**config.mk**
```make
export PLATFORM = sky130hd
export DESIGN_NAME = and_tree_pipe
export DESIGN_NICKNAME = d
export VERILOG_FILES = /design/src/rtl/and_tree_pkg.sv /design/src/rtl/and_tree_stage.sv /design/src/rtl/and_tree_pipe.sv
export SDC_FILE = /design/constraint.sdc
export NUM_CORES = 1
export LEC_CHECK = 0
export CAP_MARGIN = 20
export CORE_AREA = 2 2 39 41
export CTS_CLUSTER_DIAMETER = 100
export DETAILED_ROUTE_END_ITERATION = 10
export DIE_AREA = 0 0 41 43
export PLACE_DENSITY = 0.72
export SETUP_SLACK_MARGIN = 0.5
export SYNTH_ARGS = -nofsm -noshare
export SYNTH_HDL_FRONTEND = slang
export SYNTH_SLANG_ARGS = --single-unit
```
**constraint.sdc**
```tcl
create_clock -name CLK -period 1.32 [get_ports CLK]
set_input_delay 0.33 -clock CLK [delete_from_list [all_inputs] [get_ports CLK]]
set_output_delay 0.33 -clock CLK [all_outputs]
set_load 0.005 [all_outputs]
```
**src/rtl/and_tree_pkg.sv**
```systemverilog
// -----------------------------------------------------------------------------
// and_tree_pkg
// Shared constants and elaboration-time helpers for the pipelined AND/NAND
// reduction tree (and_tree_pipe / and_tree_stage).
//
// Contents:
//   N_MIN/N_MAX, LEVELS_MIN/LEVELS_MAX : legal parameter limits
//   tree_depth(n)         : ceil(log2(n)), 0 for n == 1
//   stage_count(n, lvls)  : max(1, ceil(tree_depth(n) / lvls))
//   level_width(w, l)     : width left after l levels of pairwise AND2
//                           reduction of a w-bit vector (odd widths padded)
//   params_legal(n, lvls) : 1 when both parameters are inside the limits
// -----------------------------------------------------------------------------
package and_tree_pkg;

  localparam int N_MIN      = 1;
  localparam int N_MAX      = 64;
  localparam int LEVELS_MIN = 1;
  localparam int LEVELS_MAX = 6;

  // ceil(log2(n)). The loop bound covers N_MAX with margin; the result
  // saturates at 7 for out-of-range widths, which params_legal rejects.
  function automatic int tree_depth(input int n);
    int d;
    d = 0;
    for (int i = 0; i < 7; i++) begin
      if ((1 << d) < n) d++;
    end
    return d;
  endfunction

  // Number of register stages. A zero-depth tree (n == 1) still gets one
  // stage so the handshake and INV always pass through a register.
  function automatic int stage_count(input int n, input int levels);
    int d;
    int s;
    d = tree_depth(n);
    if (levels < 1) return 1;
    s = (d + levels - 1) / levels;
    return (s < 1) ? 1 : s;
  endfunction

  // Each AND2 level halves the width, rounding up: an odd leftover bit is
  // passed through, which is the same as ANDing it with a constant-1 pad.
  function automatic int level_width(input int w, input int l);
    int r;
    r = w;
    for (int i = 0; i < l; i++) begin
      r = (r + 1) / 2;
    end
    return r;
  endfunction

  function automatic bit params_legal(input int n, input int levels);
    return (n >= N_MIN) && (n <= N_MAX) &&
           (levels >= LEVELS_MIN) && (levels <= LEVELS_MAX);
  endfunction

endpackage

```
**src/rtl/and_tree_stage.sv**
```systemverilog
// -----------------------------------------------------------------------------
// and_tree_stage
// One pipeline stage of the AND reduction tree: LEVELS levels of pairwise
// AND2 reduction followed by the stage register (valid, INV, partial product).
//
// The stage bus carries {inv, partial_product}. The last stage folds INV into
// the result with a single XOR before its register, so its output bus is the
// final 1-bit Y and no INV travels beyond it.
//
// Parameters:
//   W      : width of the incoming partial-product vector
//   LEVELS : AND2 levels in this stage (0 allowed for a 1-input tree)
//   LAST   : 1 for the final stage (XOR with INV, 1-bit output)
//
// Ports:
//   clk, rst_n : clock, asynchronous active-low reset
//   in_valid   : upstream stage (or producer) holds a transaction
//   in_bus     : {inv, partial[W-1:0]} from upstream
//   adv        : downstream takes this stage's transaction this cycle
//   valid_q    : this stage holds a transaction
//   out_bus    : registered {inv, partial} (or {y} when LAST)
// -----------------------------------------------------------------------------
module and_tree_stage
  import and_tree_pkg::*;
#(
  parameter int W      = 8,
  parameter int LEVELS = 1,
  parameter bit LAST   = 1'b0,
  localparam int WO    = level_width(W, LEVELS),
  localparam int OW    = LAST ? 1 : WO + 1
) (
  input  logic          clk,
  input  logic          rst_n,
  input  logic          in_valid,
  input  logic [W:0]    in_bus,
  input  logic          adv,
  output logic          valid_q,
  output logic [OW-1:0] out_bus
);

  logic [W-1:0]  data_in;
  logic          inv_in;
  logic [WO-1:0] red;
  logic [OW-1:0] nxt;
  logic          en;

  assign {inv_in, data_in} = in_bus;

  // Reduction levels. Each level gets its own exactly-sized vector so no
  // partially used bits are left behind.
  if (LEVELS == 0) begin : g_pass
    assign red = data_in;
  end else begin : g_tree
    for (genvar l = 0; l < LEVELS; l++) begin : g_lvl
      localparam int WI = level_width(W, l);
      localparam int WN = level_width(W, l + 1);
      logic [WI-1:0] d;
      logic [WN-1:0] q;

      if (l == 0) begin : g_src
        assign d = data_in;
      end else begin : g_src
        assign d = g_lvl[l-1].q;
      end

      for (genvar i = 0; i < WN; i++) begin : g_pair
        if (2 * i + 1 < WI) begin : g_and
          assign q[i] = d[2*i] & d[2*i+1];
        end else begin : g_pad
          // Odd width: partner is the constant-1 pad, so the bit passes.
          assign q[i] = d[2*i];
        end
      end
    end
    assign red = g_lvl[LEVELS-1].q;
  end

  if (LAST) begin : g_last
    assign nxt = red[0] ^ inv_in;
  end else begin : g_mid
    assign nxt = {inv_in, red};
  end

  // Capture when empty or when the current occupant is moving on.
  assign en = !valid_q || adv;

  always_ff @(posedge clk or negedge rst_n) begin
    if (!rst_n) begin
      valid_q <= 1'b0;
      out_bus <= '0;
    end else if (en) begin
      valid_q <= in_valid;
      // Bubbles do not overwrite the data register.
      if (in_valid) out_bus <= nxt;
    end
  end

endmodule

```
**src/rtl/and_tree_pipe.sv**
```systemverilog
// -----------------------------------------------------------------------------
// and_tree_pipe
// Pipelined N-input AND/NAND reduction with valid/ready at both ends.
// Y = (&A) ^ INV of each accepted transaction, delivered in acceptance order
// after S = max(1, ceil(ceil(log2 N) / LEVELS)) register stages.
//
// Parameters:
//   N      : operand width, 1..64
//   LEVELS : AND2 levels per register stage, 1..6
//
// Ports:
//   CLK       : rising-edge clock
//   R         : asynchronous active-low reset
//   IN_VALID  : producer has A/INV
//   IN_READY  : block accepts A/INV this cycle
//   A         : operand vector
//   INV       : 0 = AND, 1 = NAND (per transaction)
//   OUT_VALID : Y holds a result
//   OUT_READY : consumer takes Y this cycle
//   Y         : reduction result
//   BUSY      : at least one stage holds a transaction
//
// Handshake: a transfer happens at a rising CLK edge where VALID && READY on
// that side. The producer holds IN_VALID/A/INV stable until accepted; Y is
// held stable while OUT_VALID && !OUT_READY. IN_READY depends on OUT_READY
// and the stage valid bits only, never on IN_VALID.
// -----------------------------------------------------------------------------
module and_tree_pipe
  import and_tree_pkg::*;
#(
  parameter int N      = 8,
  parameter int LEVELS = 1
) (
  input  logic         CLK,
  input  logic         R,
  input  logic         IN_VALID,
  output logic         IN_READY,
  input  logic [N-1:0] A,
  input  logic         INV,
  output logic         OUT_VALID,
  input  logic         OUT_READY,
  output logic         Y,
  output logic         BUSY
);

  localparam int D = tree_depth(N);
  localparam int S = stage_count(N, LEVELS);

  if (!params_legal(N, LEVELS)) begin : g_param_check
    $error("and_tree_pipe: N=%0d or LEVELS=%0d outside legal range", N, LEVELS);
  end

  logic [S-1:0] valid;
  logic [S-1:0] adv;

  // adv[k] = !valid[k+1] || adv[k+1], unrolled: stage k advances when the
  // consumer is ready or any stage downstream of k is empty (that bubble
  // absorbs the shift). Written in closed form to avoid a self-referencing
  // vector in the combinational chain.
  always_comb begin
    adv = '0;
    for (int k = 0; k < S; k++) begin
      adv[k] = OUT_READY;
      for (int j = k + 1; j < S; j++) begin
        if (!valid[j]) adv[k] = 1'b1;
      end
    end
  end

  for (genvar k = 0; k < S; k++) begin : g_stage
    localparam bit LAST = (k == S - 1);
    localparam int WK   = level_width(N, k * LEVELS);
    localparam int LK   = LAST ? (D - k * LEVELS) : LEVELS;
    localparam int OW   = LAST ? 1 : level_width(N, (k + 1) * LEVELS) + 1;

    logic          stage_in_valid;
    logic [WK:0]   in_bus;
    logic [OW-1:0] out_bus;

    if (k == 0) begin : g_head
      assign stage_in_valid = IN_VALID;
      assign in_bus         = {INV, A};
    end else begin : g_link
      assign stage_in_valid = valid[k-1];
      assign in_bus         = g_stage[k-1].out_bus;
    end

    and_tree_stage #(
      .W      (WK),
      .LEVELS (LK),
      .LAST   (LAST)
    ) u_stage (
      .clk      (CLK),
      .rst_n    (R),
      .in_valid (stage_in_valid),
      .in_bus   (in_bus),
      .adv      (adv[k]),
      .valid_q  (valid[k]),
      .out_bus  (out_bus)
    );
  end

  assign IN_READY  = !valid[0] || adv[0];
  assign OUT_VALID = valid[S-1];
  assign Y         = g_stage[S-1].out_bus[0];
  assign BUSY      = |valid;

endmodule

```
# Word level (Yosys, flattened, before mapping)
# Cells that the tools add are included.
op_classes:
  muxes: 3
  n_reduce_logical: 10
  bitwise: 8
ops:
  columns: ["cell", "n"]
  rows:
  - ["1-bit bitwise AND", 7]
  - ["2-bit AND reduction", 3]
  - ["1-bit logical NOT", 3]
  - ["1-bit logical OR", 3]
  - ["1-bit two-way mux", 3]
  - ["3-bit OR reduction", 1]
  - ["1-bit XOR", 1]
totals:
  output_inout_bits: 4
  input_bits: 13
  ff_bits: 12
  wordCells: 27

# Longest topological paths before layout
logic_depth:
  depth_word: 4
  ltp_mapped: 3
  mapped_depth_nobuf: 3

# Cells and area by module
# A second synthesis with hierarchy kept.
hier_totals:
  cells_unflattened: 42
  hier_area_um2: 551.8
modules_own_cells:
  columns: ["mod", "area_per_inst_um2", "instances", "cells_each", "seq_area_each_um2"]
  rows:
  - ["and_tree_stage at g_stage[0].u_stage", 256.5, 1, 18, 150.1]
  - ["and_tree_stage at g_stage[1].u_stage", 180.2, 1, 12, 100.1]
  - ["and_tree_stage at g_stage[2].u_stage", 86.3, 1, 8, 50.0]
  - ["and_tree_pipe", 28.8, 1, 4, 0.0]

# Worst setup path after synthesis
# Ideal clock, no wire load.
synth_timing:
  path_kind: "flip-flop to output port"
  startpoint: "register g_stage[2].u_stage.valid_q"
  endpoint: "output port BUSY"
  setup_slack_ns: 0.077
  path_stages_with_launch: 2
  t_arrival_ns: 0.913
  path_cell_list: "dfrtp_1 or3_2"
synth_between:
  elab_chain_cells: 1
synth_rtl:
  columns: ["element", "line_no", "source"]
  rows:
  - ["from (decl)", "and_tree_stage.sv:37", "output logic valid_q,"]
  - ["from (signal assigned)", "and_tree_stage.sv:92", "valid_q <= in_valid;"]
  - ["3-bit OR reduction", "and_tree_pipe.sv:106", "assign BUSY = |valid;"]
  - ["to (decl)", "and_tree_pipe.sv:43", "output logic BUSY"]
# No other way between the ends.

# Worst setup path in the final report
# Same ends and word-level chain as after synthesis.

==> reports/qor.csv <==
stage,metric,value,unit
outcome,status,"complete, but fails checks",
outcome,failing checks,setup timing,
setup_path,crit path DAT,1.14,ns
cts,clock latency on the worst-skew pair,0.26,ns
logic_synthesis,post-synth net total,54,
floorplan,starting density of the core,39.3,%
min_path,worst hold path class,in2async,
logic_synthesis,synth top area cells,"dfrtp_1, a21bo_1, mux2_4",
logic_synthesis,Post-Synth Adder-Cell Area,0,%
logic_synthesis,post-synthesis xor/xnor area fraction,1.61,%
sta,RSZ-0062 raised after global routing,yes,
cts,post-CTS setup buffers,0,
floorplan,Core Footprint,1380,um2
logic_synthesis,post-synthesis cell area,544,um2
cts,Num CTS Buffers,3,
setup_path,slowest CP cell,dfrtp_2,
logic_synthesis,largest family of logic cells by synthesized area,simple AND/OR/NAND/NOR gates,
cts,Clock Path Buffers,2,
route,Post-DRT Antenna Nets,0,
sta,final hold vios,0,
pwr,Logic pwr share,24.5,%
setup_path,type of origin of the critical path,flip-flop,
logic_synthesis,syn avg cell area,13.3,um2
pwr,Net Sw Frac,24.5,%
logic_synthesis,Synth Area in Compound Gates,13.8,%
logic_synthesis,Seq cells post-synth,12,
pwr,LEAKAGE,0.405,nW
layout,Area Growth Syn to Fin,52.9,%
placed_design,Post-Place Setup Slack,-0.470,ns
logic_synthesis,number of distinct library cells after synthesis,18,
global_route,all-layer global routing usage,13.2,%
pwr,Net Sw Power,0.218,mW
pwr,internal power,0.671,mW
setup_path,Top delay family on crit path,flip-flops,
sta,Worst Skew,0.00259,ns
logic_synthesis,Yosys top cell by area,dfrtp_1,
global_route,first-pass GRT wire length,1.58,mm
layout,Nets,83,
global_route,largest net degree at the start of global routing,8,
pwr,VDD IR-drop max,686,uV
sta,worst-margin pin slew,0.258,ns
pwr,Seq pwr share,50.0,%
sta,fmax,679,MHz
setup_path,"Cell Chain, Critical Path",or3_4 -> buf_6,
cts,Clock Sink Count,12,
route,drt wl/cell,10.5,um
layout,"most common cell after layout, fill and taps aside",clkdlybuf4s50_1,
cts,clock transition at the registers of the reported paths,0.07,ns
cts,CTS root buf,clkbuf_4,
placed_design,Post-DP HPWL,780,um
sta,final setup vio count,3,
route,DRT iter0 DRCs,0,
job,max cap viols,0,
logic_synthesis,Cells after Synth,41,
cts,CTS tree,built,
setup_path,CP endpoint kind,output pin,
route,Via density,4.67,
setup_path,Crit Path Class,reg2out,
setup_path,WP buf/inv,1,
layout,Diodes inserted,0,
setup_path,Critical Path RT,0.99,ns
sta,final worst setup slack,-0.154,ns
sta,Final Cycle Share,112,%
logic_synthesis,mux share of post-synthesis cell area,9.20,%
floorplan,Die Wd,41,um
setup_path,Critical Path Start,g_stage[2].u_stage.valid_q,
route,Vias,397,
floorplan,Vert. Die Dim,43,um
global_route,grt total ovfl,0,
sta,Tmin final,1.47,ns
floorplan,area of the die,1760,um2
cts,H-tree levels,1,
route,DRT Pass-1 Iters,1,
floorplan,I/O pin cnt,17,
logic_synthesis,share of the synthesized area in the top cell type,55.2,%
route,WL final,889,um
setup_path,Crit path largest cell delay,0.40,ns
placed_design,GPL Wtd Cong,0.680,
route,Remaining DRCs,0,
logic_synthesis,synth warn,0,
sta,final slew viol count,0,
floorplan,FP Rows,14,
placed_design,Port Buffers,16,
global_route,number of global-route vias before repair,426,
setup_path,crit-path max FO,2,
layout,"commonest non-fill, non-tap cells in the layout","clkdlybuf4s50_1, dfrtp_1, buf_6",
sta,relative slew slack,82.7,%
setup_path,reg-to-reg startpoint,g_stage[2].u_stage.valid_q,
global_route,initial antenna violation count,0,
pwr,PwrDens,1070,nW/um2
pwr,clock share of power,25.5,%
logic_synthesis,sequential area share after synthesis,55.2,%
layout,Final Util,60.1,%
logic_synthesis,simple-gate share of the synthesized area,18.2,%
layout,layout cells sized above 1,34.8,%
==> worst paths after layout <==
path                                                  to  slack, ns  depth (start not counted)
max                                                 BUSY      -0.15                          2
min                           g_stage[1].u_stage.valid_q       0.30                          1
max reg2reg                g_stage[0].u_stage.out_bus[4]       0.06                          5
min reg2reg                g_stage[0].u_stage.out_bus[3]       0.48                          1
max in group asynchronous  g_stage[0].u_stage.out_bus[1]       0.64                          2
min in group CLK           g_stage[0].u_stage.out_bus[3]       0.48                          1
==> worst register-to-register path, cell delays in order, from the launching register on <==
cell and delay [ns]:
dfrtp_2 0.40, buf_4 0.15, nand4b_4 0.10, buf_6 0.13, nand2_4 0.06, mux2_4 0.30
==> stage by stage <==
stage               cell area, um2  setup TNS, ns  power, mW  hold WS, ns  std cells
CTS                            822         -0.311      0.903        0.296         85
detailed placement             796          -2.34      0.677        0.469         81
global route                   832         -0.365      0.946        0.300         85
global placement               796          -2.07      0.671        0.465         81
floorplan                      556              0      0.553       0.0344         41
finish                         832         -0.271      0.889        0.296         85
==> cells in the mapped netlist (all sizes together) <==
library cell	instances
a21bo	4
a21oi	1
a31oi	1
dfrtp	12
inv	3
mux2	2
mux2i	2
nand2	5
nand2b	1
nand4	4
nand4b	1
o21ai	1
o21bai	1
or2b	1
or3	1
xor2	1
==> cells by family (layout without fill, tap and decap cells) <==
| kind of cell | count (synthesis) | count (layout) |
|---|---|---|
| multiplexers | 4 | 4 |
| flip-flops | 12 | 12 |
| buffers and inverters | 3 | 31 |
| AND/OR/NAND/NOR | 13 | 13 |
| XOR/XNOR | 1 | 1 |
| AO/OA/AOI/OAI | 8 | 8 |
==> flip-flops by register name, summed over array words and instances, names as in the netlist <==
signal and flops:
g_stage.u_stage.out_bus 9, g_stage.u_stage.valid_q 3
==> timing repair <==
| item | CTS | global route |
|---|---|---|
| setup endpoints to repair | 16 | 16 |
| pin swaps | 0 | 3 |
| gates resized for setup | 18 | 2 |
| hold buffers | 0 | 0 |
==> final cells by class <==
cell class              count  area, um2
clock buffers               4       26.3
fillers                   112        552
inverters                   3       11.3
multi-input cells          26        241
flip-flops and latches     12        303
well taps                  16       20.0
repair buffers             24        230
==> metal layers <==
| metal | GRT usage, % | up-vias | routed length [um] |
|---|---|---|---|
| met4 | 10.0 | 0 | 19 |
| met1 | 16.4 | 180 | 359 |
| met5 | 0 | - | 0 |
| li1 | - | 202 | - |
| met3 | 1.57 | 2 | 39 |
| met2 | 19.7 | 13 | 470 |
==> power groups by stage <==
| stage | sequential [mW] | clock, mW | combinational (mW) |
|---|---|---|---|
| finish | 0.444 | 0.227 | 0.218 |
| global route | 0.452 | 0.255 | 0.239 |
| CTS | 0.446 | 0.238 | 0.219 |
| detailed placement | 0.453 | 0 | 0.224 |
| global placement | 0.450 | 0 | 0.221 |
| floorplan | 0.458 | 0 | 0.0957 |
Note: power is estimated with default switching activity, not from simulation.
